--- src/rtl/serial_load_driver.sv ---
// rtl/serial_load_driver.sv - framed serial deserialiser driving a register's d/load port
// Optional even-parity bit between data and stop: define SERIAL_LOAD_PARITY_EN.
module serial_load_driver #(
  parameter int WIDTH = 4,
  parameter int CNT_W = 3
) (
  input  logic             clk,
  input  logic             reset,
  input  logic             ser_in,
  input  logic             ser_en,
  output logic [WIDTH-1:0] d,
  output logic             load,
  output logic             frame_err,
  output logic             busy
);

  typedef enum logic [1:0] {IDLE, DATA, PARITY, STOP} state_t;

  localparam logic [CNT_W-1:0] LAST = CNT_W'(WIDTH - 1);

  state_t           state, state_n;
  logic [CNT_W-1:0] cnt, cnt_n;
  logic [WIDTH-1:0] shreg, shreg_n;
  logic [WIDTH-1:0] d_n;
  logic             load_n, frame_err_n, busy_n;
`ifdef SERIAL_LOAD_PARITY_EN
  logic             par_bad, par_bad_n;
`endif

  always_ff @(posedge clk) begin
    if (reset) begin
      state     <= IDLE;
      cnt       <= '0;
      shreg     <= '0;
      d         <= '0;
      load      <= 1'b0;
      frame_err <= 1'b0;
      busy      <= 1'b0;
`ifdef SERIAL_LOAD_PARITY_EN
      par_bad   <= 1'b0;
`endif
    end else begin
      state     <= state_n;
      cnt       <= cnt_n;
      shreg     <= shreg_n;
      d         <= d_n;
      load      <= load_n;
      frame_err <= frame_err_n;
      busy      <= busy_n;
`ifdef SERIAL_LOAD_PARITY_EN
      par_bad   <= par_bad_n;
`endif
    end
  end

  always_comb begin
    state_n     = state;
    cnt_n       = cnt;
    shreg_n     = shreg;
    d_n         = d;
    load_n      = 1'b0;
    frame_err_n = 1'b0;
`ifdef SERIAL_LOAD_PARITY_EN
    par_bad_n   = par_bad;
`endif
    if (ser_en) begin
      case (state)
        IDLE: begin
          if (!ser_in) begin
            state_n = DATA;
            cnt_n   = '0;
          end
        end
        DATA: begin
          for (int i = 0; i < WIDTH; i++) begin
            if (cnt == i[CNT_W-1:0]) shreg_n[i] = ser_in;
          end
          cnt_n = cnt + 1'b1;
          if (cnt == LAST) begin
`ifdef SERIAL_LOAD_PARITY_EN
            state_n = PARITY;
`else
            state_n = STOP;
`endif
          end
        end
`ifdef SERIAL_LOAD_PARITY_EN
        PARITY: begin
          par_bad_n = ^{shreg, ser_in};
          state_n   = STOP;
        end
`endif
        STOP: begin
          state_n = IDLE;
`ifdef SERIAL_LOAD_PARITY_EN
          if (ser_in && !par_bad) begin
`else
          if (ser_in) begin
`endif
            d_n    = shreg;
            load_n = 1'b1;
          end else begin
            frame_err_n = 1'b1;
          end
        end
        default: state_n = IDLE;
      endcase
    end
    // busy mirrors the registered state, so it tracks the edge that enters/leaves IDLE
    busy_n = (state_n != IDLE);
  end

endmodule

--- config.mk ---
export PLATFORM = sky130hd
export DESIGN_NAME = serial_load_driver
export DESIGN_NICKNAME = d
export VERILOG_FILES = /design/src/rtl/serial_load_driver.sv
export SDC_FILE = /design/constraint.sdc
export NUM_CORES = 1
export LEC_CHECK = 0
export CORE_MARGIN = 1
export CORE_UTILIZATION = 30
export DETAILED_ROUTE_END_ITERATION = 8
export MAX_ROUTING_LAYER = met4
export PLACE_DENSITY_LB_ADDON = 0.05
export SYNTH_ARGS = -nofsm -noshare
export SYNTH_HDL_FRONTEND = slang
export SYNTH_SLANG_ARGS = --single-unit
--- constraint.sdc ---
create_clock -name clk -period 1.2 [get_ports clk]
set_input_delay 0.3 -clock clk [delete_from_list [all_inputs] [get_ports clk]]
set_output_delay 0.3 -clock clk [all_outputs]
set_load 0.01 [all_outputs]
==> results.toml, run 1 <==
[clocking]
post_cts_buffers = 0
cts_tree = "built"
clk_path_buf_depth = 2
cts.clk_slew.worst_paths_ns = 0.09
cts_sinks = 16
numCtsBuffers = 3
cts_max_level = 1
clk_latency_ns = 0.28
root_buffer = "clkbuf_4"

[floorplanning]
die_h_um = 49.72
num_rows = 16
die_area_um2 = 2472
ios = 11
dieWidth_um = 49.72
start_util_pct = 33.46
core_region_area_um2 = 2042

[sta]
fmax_mhz = 864.5
maxSlewHeadroom_pct = 79.18
fin_skew_ns = 0.001361
setup_viol = 0
rsz0062_at_grt = "yes"
finalHoldViolations = 0
period_share_pct = 96.39
worst_pin_slew_ns = 0.3122
worst_hold_slack_ns = 0.4789
finalMaxSlewViolations = 0
min_period_ns = 1.157

[logic_synthesis]
yosysSeqAreaShare_pct = 46.89
synth_area_leaders = "dfxtp_1 47%, ha_1 9.2%, nand2b_1 6.4%, mux2i_1 5.9%, nand3b_1 4.4%"
synthCells = 70
ys_seq_elements = 16
syn_area_per_cell_um2 = 9.759
yosys.area.top_type = "dfxtp_1"
yosys.cell_types.count = 21
syn_nets = 79
yosysWarnings = 0
yosysTopAreaCellShare_pct = 46.89
syn-cell-area_um2 = 683.2

[min_path]
hp-class = "reg -> reg"
worstHoldEndpoint = "d[0]"
hold_depth = 2
hp-start = "d[0]"

[global_route]
antenna_found_initial = 0
grt_use_total_pct = 11.79
overflow = 0
grt_pass1_vias = 497
grt_pass1_wl_um = 2132
grt_max_degree = 13

[critical_path]
critical_path_class = "in -> reg"
ff2ff_setup_slack_ns = 0.10
slowest_stage = "clkdlybuf4s50_1"
end_kind = "register"
path_cells = "clkdlybuf4s50_1 -> nor2b_1 -> o21ai_0 -> a21oi_1"
reg2reg_to = "shreg[3]"
cp.arrival_ns = 1.37
r2r-start = "cnt[1]"
cp_data_required_time_ns = 1.41
r2r_cells = 5
critPathMaxFanout = 4
start_kind = "input port"
cpPeakStageDelay_ns = 0.57

[route]
initialDrtViolationCount = 5
totalWireLength_um = 1230
route.antenna.remaining_nets = 0
firstDrtPassIters = 4
avgRoutedWirePerCell_um = 10.60
drcViolationCount = 0
via_count = 518
via_per_inst = 4.466

[finish]
area_growth_syn_to_layout_pct = 28.75
nets = 99
final-seq-area_um2 = 322.8
fin_area_um2 = 879.6
antenna_cells = 0
fill_cells = 209
multi_input_area_um2 = 356.6
layout-drive-gt1-share_pct = 20.22

[pwr]
p_comb_share_pct = 8.0
cellLeakagePower_nw = 0.3693
switchingPower_mw = 0.2087
swShare_pct = 21.48
p_int_mw = 0.7630
power_frac_clock_pct = 35.9
power_mw = 0.9717
vdd_ir_drop_max_v = 0.0004910
powerDensity_nw_per_um2 = 1105
power_frac_seq_pct = 56.2

[flow_run]
max-cap-violations = 0

[place]
post-dp-hpwl_um = 886.4
placed_area_um2 = 858.3
port_buffers = 10
gp_congestion = 0.6604

[run_status]
outcome = "completed"
## logic make-up (layout without fill, tap and decap cells)
logic type      Yosys count  after routing  synth area share (%)
mux                       4              4                 5.861
buf+inv                   4             23                 2.197
fa+ha+maj                 5              5                 9.158
compound gates           13             13                 10.26
simple gates             28             28                 25.64
flops                    16             16                 46.89
## metrics by stage
stage          utilization (%)  TNS [ns]  std cells  setup WS, ns
2_1_floorplan                -         0         70        0.1483
3_3_place_gp             42.03    -3.955        112       -0.3353
3_5_place_dp             42.03    -4.338        112       -0.3808
4_1_cts                  43.81         0        116      0.007378
5_1_grt                  43.08  -0.01104        116      -0.01104
6_report                 43.08         0        116       0.04331
## cell usage after synthesis (all sizes together)
cell type / instances
dfxtp: 16
nand2b: 7
o21ai: 6
a21oi: 5
ha: 5
mux2i: 4
nand2: 4
nand3b: 4
inv: 3
nor2: 3
nor3: 3
nor2b: 2
and3b: 1
and4bb: 1
clkbuf: 1
nand3: 1
nand4: 1
nand4b: 1
o21a: 1
o21bai: 1
## cell usage in the layout (no fill, tap or decap)
cell type        instances
dfxtp_1                 14
mux2i_1                  4
nand2b_1                 7
o21ai_0                  2
nor2b_1                  2
dlygate4sd2_1            1
o21bai_1                 1
nor3_1                   3
clkdlybuf4s50_1          2
o21ai_1                  4
clkbuf_8                 1
and3b_1                  1
o21a_1                   1
nand4b_1                 1
clkdlybuf4s15_1          2
ha_1                     5
nand3b_1                 4
nor2_1                   3
dfxtp_2                  2
clkbuf_2                 5
nand2_1                  4
nand3_1                  1
inv_1                    3
a21oi_1                  5
and4bb_1                 1
buf_4                    6
clkbuf_4                 3
nand4_4                  1
## per-layer routing
metal / GRT usage [%] / up-vias / part of all wire, %
met4: 5.714 / 0 / 0.73
met3: 2.778 / 2 / 3.5
met1: 15.04 / 226 / 51
met5: - / - / 0
li1: - / 282 / -
met2: 17.34 / 8 / 44
## power by group through the flow
stage	registers, mW	clock network (mW)	logic, mW
5_1_grt	0.547	0.408	0.0866
4_1_cts	0.546	0.368	0.0780
2_1_floorplan	0.558	0	0.0336
6_report	0.546	0.349	0.0774
3_3_place_gp	0.558	0	0.0792
3_5_place_dp	0.558	0	0.0788
## cell type report
class,count,share of cell area (%)
multi-input cells,50,40.54
flip-flops and latches,16,36.70
repair buffers,16,13.51
clock buffers,4,4.125
well taps,27,3.841
inverters,3,1.280
## flip-flops by register name, indices dropped and copies added (netlist names)
register,count
frame_err,1
cnt,3
load,1
busy,1
d,4
state,2
shreg,4
## timing repair
action | 4_1_cts | 5_1_grt
endpoints found under the setup margin | 15 | 9
resized for setup | 10 | 13
hold buffers | 0 | 0
pin swaps | 0 | 1
## critical path, delay by kind of cell
kind / cells / cell delay, ns
buf+inv: 1 / 0.57
simple gates: 1 / 0.26
compound gates: 2 / 0.25
## worst max path at each step
stage               cells past startpoint  startpoint  slack (ns)       end
floorplan                               4      cnt[0]        0.15    cnt[2]
global placement                        4      ser_en       -0.34      d[3]
detailed placement                      4      ser_en       -0.38      d[3]
CTS                                     1        d[2]       0.007      d[2]
global route                            5      cnt[1]       -0.01  shreg[3]
finish                                  4      ser_in        0.04    cnt[1]
No activity file was read; power rests on OpenSTA's default activity.
==> run 2, diff against run 1 <==
- TNS_END_PERCENT: not set -> 1
==> run 2 against run 1 <==
Die area stayed put. Largest power group unchanged. Combinational power fell by 0.9%. Sequential cell count unchanged. Power grew 0.26%. Critical path depth is 3 lower. Routed wire length rose by 2.4%. First-iteration DRC count grew to 2.8 times the previous value. Worst hold slack about the same.
==> results.toml, run 2 (synthesis results as in run 1) <==
[clocking]
root_buffer = "clkbuf_4"
clk_latency_ns = 0.28
clk_path_buf_depth = 2
cts_tree = "built"
cts_max_level = 1
numCtsBuffers = 3
cts.clk_slew.worst_paths_ns = 0.09
cts_sinks = 16
holdBufCountCts = 0
post_cts_buffers = 0

[global_route]
antenna_found_initial = 0
grt_pass1_wl_um = 2125
grt_pass1_vias = 491
grt_use_total_pct = 11.72
grt_max_degree = 13
overflow = 0

[place]
gp_congestion = 0.6604
post-dp-hpwl_um = 886.4
dp_slack_ns = -0.3808
dp_cells = 112
port_buffers = 10
placed_area_um2 = 858.3

[min_path]
hp-start = "d[0]"
worstHoldEndpoint = "d[0]"
hp-class = "reg -> reg"
hold_depth = 2

[floorplanning]
die_area_um2 = 2472
start_util_pct = 33.46
core_region_area_um2 = 2042
dieWidth_um = 49.72
ios = 11
die_h_um = 49.72
num_rows = 16

[route]
firstDrtPassIters = 4
totalWireLength_um = 1259
met3_length_um = 53
via_per_inst = 4.569
initialDrtViolationCount = 14
m1WireLength_um = 649
route.met2.wl_um = 546
route.antenna.remaining_nets = 0
top_layer_used = "met4"
drcViolationCount = 0
via_count = 530
avgRoutedWirePerCell_um = 10.85

[finish]
final_common_cell = "dfxtp_1"
area_growth_syn_to_layout_pct = 28.02
reg.largest.list = "d: 4 flops, shreg: 4 flops, cnt: 3 flops"
mostFrequentLayoutCells = "15 x dfxtp_1, 7 x nand2b_1, 6 x buf_4, 5 x a21oi_1, 5 x ha_1"
antenna_cells = 0
layout-drive-gt1-share_pct = 17.98
fin_area_um2 = 874.6
nets = 99
stdcell_count = 116
postLayoutCoreUtil_pct = 42.83

[critical_path]
path_cells = "clkdlybuf4s15_1"
cp_num_buf_inv = 1
slowest_stage = "dfxtp_1"
ff2ff_setup_slack_ns = 0.08
cp_num_cells = 1
cp.arrival_ns = 0.84
r2r_cells = 5
cp_data_required_time_ns = 0.90
cpPeakStageDelay_ns = 0.32
crit_family = "flip-flops"
startpoint = "busy"
reg2reg_to = "shreg[3]"
end_kind = "primary output"
r2r-start = "cnt[1]"
critPathMaxFanout = 1
start_kind = "register"
critical_path_class = "reg -> out"

[sta]
fin_skew_ns = 0.0009560
setup_viol = 0
min_period_ns = 1.139
worst_hold_slack_ns = 0.4792
finalSetupTns_ns = 0
finalWorstSetupSlack_ns = 0.06138
worst_pin_slew_ns = 0.3052
fmax_mhz = 878.3
period_share_pct = 94.89
finalHoldViolations = 0
rsz0062_at_grt = "yes"
finalMaxSlewViolations = 0
maxSlewHeadroom_pct = 79.66

[run_status]
outcome = "completed"

[flow_run]
max-cap-violations = 0

[pwr]
power_mw = 0.9742
powerDensity_nw_per_um2 = 1114
cellLeakagePower_nw = 0.3701
vdd_ir_drop_max_v = 0.0004891
==> run 2: per-layer routing <==
| metal | up-vias | global-route usage, % |
|---|---|---|
| met2 | 12 | 16.67 |
| met1 | 235 | 15.41 |
| met4 | 0 | 5.714 |
| met5 | - | - |
| met3 | 2 | 2.778 |
| li1 | 281 | - |
==> run 2: power by group <==
group	total [mW]	internal, mW	switching (mW)
clock network	0.352	0.184	0.168
logic	0.0767	0.0398	0.0369
registers	0.545	0.539	0.00663
total	0.974	0.763	0.211
==> run 2: how the worst max path moves through the flow <==
stage | endpoint | slack [ns]
floorplan | cnt[2] | 0.15
global placement | d[3] | -0.34
detailed placement | d[3] | -0.38
CTS | d[2] | 0.007
global route | shreg[3] | -0.009
finish | busy | 0.06
==> run 2: cell type report <==
cell class / count / area, um2
fill: 210 / 1167
multi-input combinational: 50 / 347.8
sequential: 16 / 321.6
timing repair buffer: 16 / 123.9
clock buffer: 4 / 36.28
tap: 27 / 33.78
inverter: 3 / 11.26
==> run 2: repair_timing <==
action / 4_1_cts / 5_1_grt
resized for setup: 9 / 11
pin swaps: 0 / 1
cloned: 0 / 0
endpoints found under the setup margin: 15 / 8
